--- config.mk ---
export PLATFORM = sky130hd
export DESIGN_NAME = uart_flash_loader
export DESIGN_NICKNAME = d
export VERILOG_FILES = /design/src/rtl/uart_flash_loader.sv
export SDC_FILE = /design/constraint.sdc
export NUM_CORES = 1
export LEC_CHECK = 0
export BUFFER_PORTS_ARGS = -buffer_cell sky130_fd_sc_hd__buf_4
export CAP_MARGIN = 25
export CELL_PAD_IN_SITES_DETAIL_PLACEMENT = 0
export CELL_PAD_IN_SITES_GLOBAL_PLACEMENT = 1
export CORE_UTILIZATION = 48
export DETAILED_ROUTE_END_ITERATION = 8
export PLACE_DENSITY_LB_ADDON = 0.1
export RECOVER_POWER = 100
export SETUP_SLACK_MARGIN = 0.02
export SYNTH_ARGS = -nofsm -noshare
export SYNTH_HDL_FRONTEND = slang
export SYNTH_SLANG_ARGS = --single-unit
export TNS_END_PERCENT = 5
--- constraint.sdc ---
create_clock -name clk -period 5.05 [get_ports clk]
set_clock_uncertainty 0.05 [all_clocks]
set_input_delay 1.01 -clock clk [delete_from_list [all_inputs] [get_ports clk]]
set_output_delay 1.01 -clock clk [all_outputs]
set_load 0.01 [all_outputs]
--- src/rtl/uart_flash_loader.sv ---
// UART-to-flash loader: parses framed load packets, buffers payload words in a
// small FIFO, writes them to a flash bus slave and answers with one status byte.
module uart_flash_loader #(
  parameter int ADDR_W    = 32,
  parameter int DATA_W    = 16,
  parameter int DEPTH     = 8,
  parameter int ADDR_STEP = 1,
  parameter int TIMEOUT   = 1000000
) (
  input  logic              clk,
  input  logic              rst,
  input  logic [7:0]        rx_data,
  input  logic              rx_valid,
  output logic [7:0]        tx_data,
  output logic              tx_valid,
  input  logic              tx_ready,
  output logic [ADDR_W-1:0] bus_addr_o,
  output logic [DATA_W-1:0] bus_data_o,
  output logic              bus_select_o,
  output logic              bus_we_o,
  input  logic              bus_ack_i,
  output logic              busy,
  output logic [15:0]       words_done,
  output logic              err_csum,
  output logic              err_ovf,
  output logic              err_timeout,
  output logic [2:0]        dbg_state_o
);
  localparam int BYTES  = DATA_W / 8;
  localparam int PTR_W  = $clog2(DEPTH);
  localparam int CNT_W  = PTR_W + 1;
  localparam int TO_W   = $clog2(TIMEOUT + 1);
  localparam int AW_USE = (ADDR_W < 32) ? ADDR_W : 32;
  localparam logic [2:0] LAST_BYTE = 3'(BYTES - 1);

  typedef enum logic [2:0] {
    S_IDLE, S_ADDR, S_LEN, S_DATA, S_CSUM, S_DRAIN, S_RESP
  } state_t;

  state_t            state_q, state_d;
  logic [2:0]        idx_q, idx_d;
  logic [31:0]       addr_sh_q, addr_sh_d;
  logic [15:0]       len_q, len_d;
  logic [15:0]       words_left_q, words_left_d;
  logic [DATA_W-1:0] word_q, word_d;
  logic [7:0]        sum_q, sum_d, csum_q, csum_d;
  logic [TO_W-1:0]   to_cnt_q, to_cnt_d;
  logic              err_csum_q, err_csum_d, err_ovf_q, err_ovf_d, err_to_q, err_to_d;
  logic              load_addr;

  logic [DATA_W-1:0] mem [DEPTH];
  logic [PTR_W-1:0]  rd_ptr_q, wr_ptr_q;
  logic [CNT_W-1:0]  count_q;
  logic              sel_q;
  logic [ADDR_W-1:0] wr_addr_q;
  logic [DATA_W-1:0] bus_data_q;
  logic [15:0]       words_done_q;

  logic in_frame, timeout_hit, start, full, empty;
  logic push, drop, push_ok, pop, issue;

  assign in_frame    = state_q inside {S_ADDR, S_LEN, S_DATA, S_CSUM};
  assign timeout_hit = in_frame && !rx_valid && (to_cnt_q == TO_W'(TIMEOUT - 1));
  assign start       = (state_q == S_IDLE) && rx_valid && (rx_data == 8'hA5);
  assign full        = (count_q == CNT_W'(DEPTH));
  assign empty       = (count_q == '0);
  assign push        = (state_q == S_DATA) && rx_valid && (idx_q == LAST_BYTE);
  assign pop         = sel_q && bus_ack_i && !empty;
  assign drop        = push && full && !pop;
  assign push_ok     = push && !drop;
  // The in-flight word lives in bus_data_q, so a timeout flush never disturbs it.
  assign issue       = !sel_q && !empty && !timeout_hit;

  assign to_cnt_d = (!in_frame || rx_valid) ? '0 : to_cnt_q + TO_W'(1);

  // tx handshake: tx_valid rises in RESP and holds with stable tx_data until the
  // cycle tx_ready is also high; that cycle completes the transfer.
  always_comb begin
    state_d      = state_q;
    idx_d        = idx_q;
    addr_sh_d    = addr_sh_q;
    len_d        = len_q;
    words_left_d = words_left_q;
    word_d       = word_q;
    sum_d        = sum_q;
    csum_d       = csum_q;
    err_csum_d   = err_csum_q;
    err_ovf_d    = err_ovf_q | drop;
    err_to_d     = err_to_q;
    load_addr    = 1'b0;
    tx_valid     = 1'b0;
    tx_data      = 8'h00;
    unique case (state_q)
      S_IDLE: if (start) begin
        state_d    = S_ADDR;
        idx_d      = 3'd0;
        sum_d      = 8'h00;
        err_csum_d = 1'b0;
        err_ovf_d  = 1'b0;
        err_to_d   = 1'b0;
      end
      S_ADDR: if (rx_valid) begin
        addr_sh_d = {rx_data, addr_sh_q[31:8]};
        idx_d     = idx_q + 3'd1;
        if (idx_q == 3'd3) begin
          load_addr = 1'b1;
          idx_d     = 3'd0;
          state_d   = S_LEN;
        end
      end
      S_LEN: if (rx_valid) begin
        len_d = {rx_data, len_q[15:8]};
        idx_d = idx_q + 3'd1;
        if (idx_q == 3'd1) begin
          idx_d        = 3'd0;
          words_left_d = len_d;
          state_d      = (len_d == 16'd0) ? S_CSUM : S_DATA;
        end
      end
      S_DATA: if (rx_valid) begin
        for (int b = 0; b < BYTES; b++) begin
          if (idx_q == 3'(b)) word_d[8*b +: 8] = rx_data;
        end
        sum_d = sum_q + rx_data;
        idx_d = idx_q + 3'd1;
        if (idx_q == LAST_BYTE) begin
          idx_d        = 3'd0;
          words_left_d = words_left_q - 16'd1;
          if (words_left_q == 16'd1) state_d = S_CSUM;
        end
      end
      S_CSUM: if (rx_valid) begin
        csum_d  = rx_data;
        state_d = S_DRAIN;
      end
      S_DRAIN: if (empty && !sel_q) begin
        if (!err_to_q && (csum_q != sum_q)) err_csum_d = 1'b1;
        state_d = S_RESP;
      end
      S_RESP: begin
        tx_valid = 1'b1;
        if (err_to_q)                    tx_data = 8'h54;
        else if (err_csum_q || err_ovf_q) tx_data = 8'h45;
        else                             tx_data = 8'h4B;
        if (tx_ready) state_d = S_IDLE;
      end
      default: state_d = S_IDLE;
    endcase
    if (timeout_hit) begin
      err_to_d = 1'b1;
      state_d  = S_DRAIN;
    end
  end

  always_ff @(posedge clk) begin
    if (rst) begin
      state_q      <= S_IDLE;
      idx_q        <= '0;
      addr_sh_q    <= '0;
      len_q        <= '0;
      words_left_q <= '0;
      word_q       <= '0;
      sum_q        <= '0;
      csum_q       <= '0;
      to_cnt_q     <= '0;
      err_csum_q   <= 1'b0;
      err_ovf_q    <= 1'b0;
      err_to_q     <= 1'b0;
    end else begin
      state_q      <= state_d;
      idx_q        <= idx_d;
      addr_sh_q    <= addr_sh_d;
      len_q        <= len_d;
      words_left_q <= words_left_d;
      word_q       <= word_d;
      sum_q        <= sum_d;
      csum_q       <= csum_d;
      to_cnt_q     <= to_cnt_d;
      err_csum_q   <= err_csum_d;
      err_ovf_q    <= err_ovf_d;
      err_to_q     <= err_to_d;
    end
  end

  always_ff @(posedge clk) begin
    if (push_ok && !timeout_hit) mem[wr_ptr_q] <= word_d;
  end

  always_ff @(posedge clk) begin
    if (rst) begin
      sel_q        <= 1'b0;
      wr_addr_q    <= '0;
      bus_data_q   <= '0;
      words_done_q <= '0;
      rd_ptr_q     <= '0;
      wr_ptr_q     <= '0;
      count_q      <= '0;
    end else begin
      if (load_addr) wr_addr_q <= ADDR_W'(addr_sh_d[AW_USE-1:0]);
      if (start) words_done_q <= '0;
      if (issue) begin
        sel_q      <= 1'b1;
        bus_data_q <= mem[rd_ptr_q];
      end else if (sel_q && bus_ack_i) begin
        sel_q        <= 1'b0;
        wr_addr_q    <= wr_addr_q + ADDR_W'(ADDR_STEP);
        words_done_q <= words_done_q + 16'd1;
      end
      if (timeout_hit) begin
        rd_ptr_q <= wr_ptr_q;
        count_q  <= '0;
      end else begin
        if (push_ok) wr_ptr_q <= wr_ptr_q + PTR_W'(1);
        if (pop)     rd_ptr_q <= rd_ptr_q + PTR_W'(1);
        if (push_ok && !pop)      count_q <= count_q + CNT_W'(1);
        else if (!push_ok && pop) count_q <= count_q - CNT_W'(1);
      end
    end
  end

  assign bus_addr_o   = wr_addr_q;
  assign bus_data_o   = bus_data_q;
  assign bus_select_o = sel_q;
  assign bus_we_o     = sel_q;
  assign busy         = (state_q != S_IDLE) || !empty || sel_q;
  assign words_done   = words_done_q;
  assign err_csum     = err_csum_q;
  assign err_ovf      = err_ovf_q;
  assign err_timeout  = err_to_q;
  assign dbg_state_o  = state_q;
endmodule

==> results.md <==
| Metric | Reported | Unit |
|---|---|---|
| CTS sink cnt | 312 | - |
| # port buffers | 92 | - |
| Remaining antenna violation count | 0 | - |
| Combinational cell fraction of total power | 0.024 | - |
| Fraction of the yosys area taken by sequential cells | 0.550 | - |
| Most common library cells after synthesis | 184 x sky130_fd_sc_hd__dfxtp_1, 146 x sky130_fd_sc_hd__nand2_1, 136 x sky130_fd_sc_hd__nor2_1, 128 x sky130_fd_sc_hd__edfxtp_1, 89 x sky130_fd_sc_hd__a21oi_1 | - |
| Max H-tree Level | 2 | - |
| Transition time of the tightest slew-check pin | 1.50 | ns |
| RSZ-0062 raised after global routing | false | - |
| Routed via count divided by cell count | 5.62 | - |
| Setup crit end kind | flip-flop | - |
| Max_cap viols | 1 | - |
| GRT Total Usage | 0.232 | - |
| Post-synthesis register bit count | 312 | - |
| Count of different cell masters after synthesis | 72 | - |
| Library cell with the highest instance count after synthesis | sky130_fd_sc_hd__dfxtp_1 | - |
| Fin crit share | 0.800 | - |
| Via count of the first global-routing pass | 9,413 | - |
| Cts bufs inserted | 35 | - |
| Worst reg2reg setup slack | 1.04 | ns |
| Netlist area before placement | 13,700 | um2 |
| Sw Pwr | 0.00112 | W |
| Hold path startpoint | addr_sh_q[8] | - |
| PD cells | 342 | nW/um2 |
| Switching Fraction | 0.211 | - |
| Number of nets in the final layout | 1,392 | - |
| Synthesized area per cell | 10.7 | um2 |
| X dimension of the die | 171 | um |
| Area Growth Syn to Fin | 13.0 | % |
| Total global routing overflow | 0 | - |
| Worst slew margin relative to its limit | 0.000110 | - |
| Clock slew at the register clock pins of the worst setup and hold paths | 0.06 | ns |
| HPWL after detailed placement | 21.3 | mm |
| Final critical-path required period | 4.04 | ns |
| DIE AREA | 29,200 | um2 |
| Endpoint of the lowest-slack register-to-register path | mem[2][0] | - |
| Final Slew Violations | 0 | - |
| Number of cells traversed by the worst register-to-register path | 5 | - |
| Fraction of post-synthesis cell area in the top cell type by area | 0.281 | - |
| Clock share of power | 0.480 | - |
| Crit path DAT | 4.38 | ns |
| Number of violations reported at the end of detailed-routing iteration 0 | 915 | - |
| First-pass GRT wire length | 52.4 | mm |
| IO Count | 95 | - |
| P_leak | 4.67 | nW |
| Residual DRC | 0 | - |
| Launch point of the worst reg-to-reg path | dbg_state_o[0] | - |
| Starting density of the core | 0.490 | - |
| Number of setup violations in the final report | 0 | - |
| Number of failing hold endpoints at the final stage | 0 | - |
| Biggest area consumer among synthesized cells | sky130_fd_sc_hd__edfxtp_1 | - |
| Die Ht | 171 | um |
| Violated checks | max-capacitance violations | - |
| Largest voltage drop on the vdd net | 0.283 | mV |
| Synth Instances | 1,283 | - |
| Most instantiated flip-flop cell in the synthesis netlist | sky130_fd_sc_hd__dfxtp_1 | - |
| Warnings, synthesis | 0 | - |
| Number of hold buffers added after CTS | 0 | - |
| Highest fanout seen on the critical path | 29 | - |
| Result of the run | finished with violations | - |
| Element type at the critical path start | input pin | - |
| Master cell of the clock root buffer | sky130_fd_sc_hd__clkbuf_16 | - |
| Path type of the worst min-delay path | flip-flop to flip-flop | - |
| Initial antenna violation count | 1 | - |
| Insertion delay of the later-clocked pin in the worst-skew pair | 0.51 | ns |
| Total wire length after detailed routing | 33.1 | mm |
| Part of the power in registers | 0.495 | - |
| Count of standard-cell rows | 61 | - |
| Number of gates resized after CTS | 0 | - |
| Required time at the endpoint of the critical path | 5.39 | ns |
| Cell depth of the worst hold path | 2 | - |
| Fill cell total of the finished layout | 2,538 | - |
| Sink of the worst hold path | addr_sh_q[8] | - |
| Layout cell share with drive strength beyond 1 | 0.0919 | - |
| Top area cells in the synthesized netlist | sky130_fd_sc_hd__edfxtp_1 28%, sky130_fd_sc_hd__dfxtp_1 27%, sky130_fd_sc_hd__mux4_2 5.3% | - |
| Ant. Diodes | 0 | - |
| Total Neg Setup Slack | 0 | ns |
| Number of flops mapped to enable cells by yosys | 128 | - |
| Highest Clock Rate | 0.248 | GHz |
| Setup repair bufs after CTS | 0 | - |
| Internal power | 0.00417 | W |
| Detailed Routing Iterations Pass 1 | 6 | - |
| Maximum number of pins on one net before global-route repair | 78 | - |
| Core region area | 27,900 | um2 |
| Share of flip-flops with an asynchronous set or reset after synthesis | 0 | - |
| GPL Wtd Cong | 0.847 | - |
| Bufs on Longest Clock Path | 3 | - |
| Crit path kind | input pin to flip-flop | - |
| Detail-routed net length per standard cell | 18.8 | um |
| Final design utilization | 0.554 | - |
| Via count | 9,890 | - |
| TritonCTS clock tree | done | - |
==> cell families (layout without fill, tap and decap cells) <==
logic type,after synthesis,after routing,synth area share
compound gates,223,223,0.104
xor+xnor,45,45,0.0288
fa+ha+maj,24,24,0.0230
buf+inv,106,204,0.0310
flops,312,312,0.550
mux,79,79,0.0886
other cells,1,2,0.000274
simple gates,493,493,0.174
==> worst max-delay path, cell delays in order <==
cell	delay, ns
sky130_fd_sc_hd__clkbuf_1	0.31
sky130_fd_sc_hd__nor4bb_1	0.45
sky130_fd_sc_hd__clkbuf_1	0.97
sky130_fd_sc_hd__a21oi_1	0.47
sky130_fd_sc_hd__nor2_2	0.40
sky130_fd_sc_hd__buf_4	0.34
sky130_fd_sc_hd__a311oi_1	0.08
sky130_fd_sc_hd__a2111oi_0	0.34
==> power by group through the flow <==
stage	Sequential (W)	Clock, W	Combinational, W
after floorplan	0.00267	0	0.0000889
after global placement	0.00267	0	0.000138
after detailed placement	0.00267	0	0.000138
after CTS	0.00262	0.00259	0.000139
after global routing	0.00262	0.00269	0.000142
final	0.00262	0.00254	0.000129
==> registers in the layout (all words and copies together) (netlist names), 16 cells and up <==
signal / count
words_done: 16
words_left_q: 16
bus_data_o: 16
addr_sh_q: 24
mem: 128
to_cnt_q: 20
word_q: 16
bus_addr_o: 32
==> final cells by class <==
class	count	area, um2	area share
Sequential cell	312	7530	0.487
Multi-Input combinational cell	866	5700	0.369
Clock buffer	48	986	0.0638
Timing Repair Buffer	113	500	0.0324
Tap cell	378	473	0.0306
Clock inverter	16	171	0.0111
Inverter	27	101	0.00655
==> per-layer routing <==
metal  track usage  share of wire  vias up
li1              -              -     4830
met1         0.338           0.48     4751
met2         0.365           0.45      259
met3        0.0298          0.050       50
met4        0.0609          0.018        0
met5             0              0        -
==> cells in the final DEF (no fill, tap or decap), types with 20 or more instances in the layout <==
cell type and instances:
sky130_fd_sc_hd__dfxtp_1 183, sky130_fd_sc_hd__a211oi_1 23, sky130_fd_sc_hd__ha_1 22, sky130_fd_sc_hd__edfxtp_1 128
sky130_fd_sc_hd__a21oi_1 89, sky130_fd_sc_hd__clkbuf_1 101, sky130_fd_sc_hd__clkbuf_16 36, sky130_fd_sc_hd__nor4_1 20
sky130_fd_sc_hd__o21ai_0 38, sky130_fd_sc_hd__mux4_2 32, sky130_fd_sc_hd__inv_1 27, sky130_fd_sc_hd__mux2i_1 30
sky130_fd_sc_hd__nor2_1 136, sky130_fd_sc_hd__nor3_1 28, sky130_fd_sc_hd__xnor2_1 23, sky130_fd_sc_hd__nand2_1 146
sky130_fd_sc_hd__nand3_1 43, sky130_fd_sc_hd__xor2_1 22
==> worst max-delay path by stage <==
stage	startpoint	endpoint	slack, ns	depth (start not counted)
final	rx_valid	bus_addr_o[10]	1.01	8
after global routing	rx_valid	bus_addr_o[10]	0.70	8
after CTS	rx_valid	count_q[3]	1.43	12
after detailed placement	rx_valid	count_q[3]	0.90	12
after global placement	rx_valid	count_q[3]	1.0	12
after floorplan	rx_valid	mem[2][0]	0.91	7
==> through the flow <==
step / cells / setup slack [ns] / hold slack (ns) / power, W / area [um2]
6_report: 1760 / 1.01 / 0.404 / 0.00529 / 15500
5_1_grt: 1760 / 0.696 / 0.427 / 0.00545 / 15500
3_5_place_dp: 1696 / 0.897 / 0.397 / 0.00281 / 14700
4_1_cts: 1760 / 1.43 / 0.405 / 0.00535 / 15900
3_3_place_gp: 1695 / 1.00 / 0.391 / 0.00281 / 14700
2_1_floorplan: 1284 / 0.907 / 0.380 / 0.00276 / 13700
Note: power is estimated with default switching activity, not from simulation.
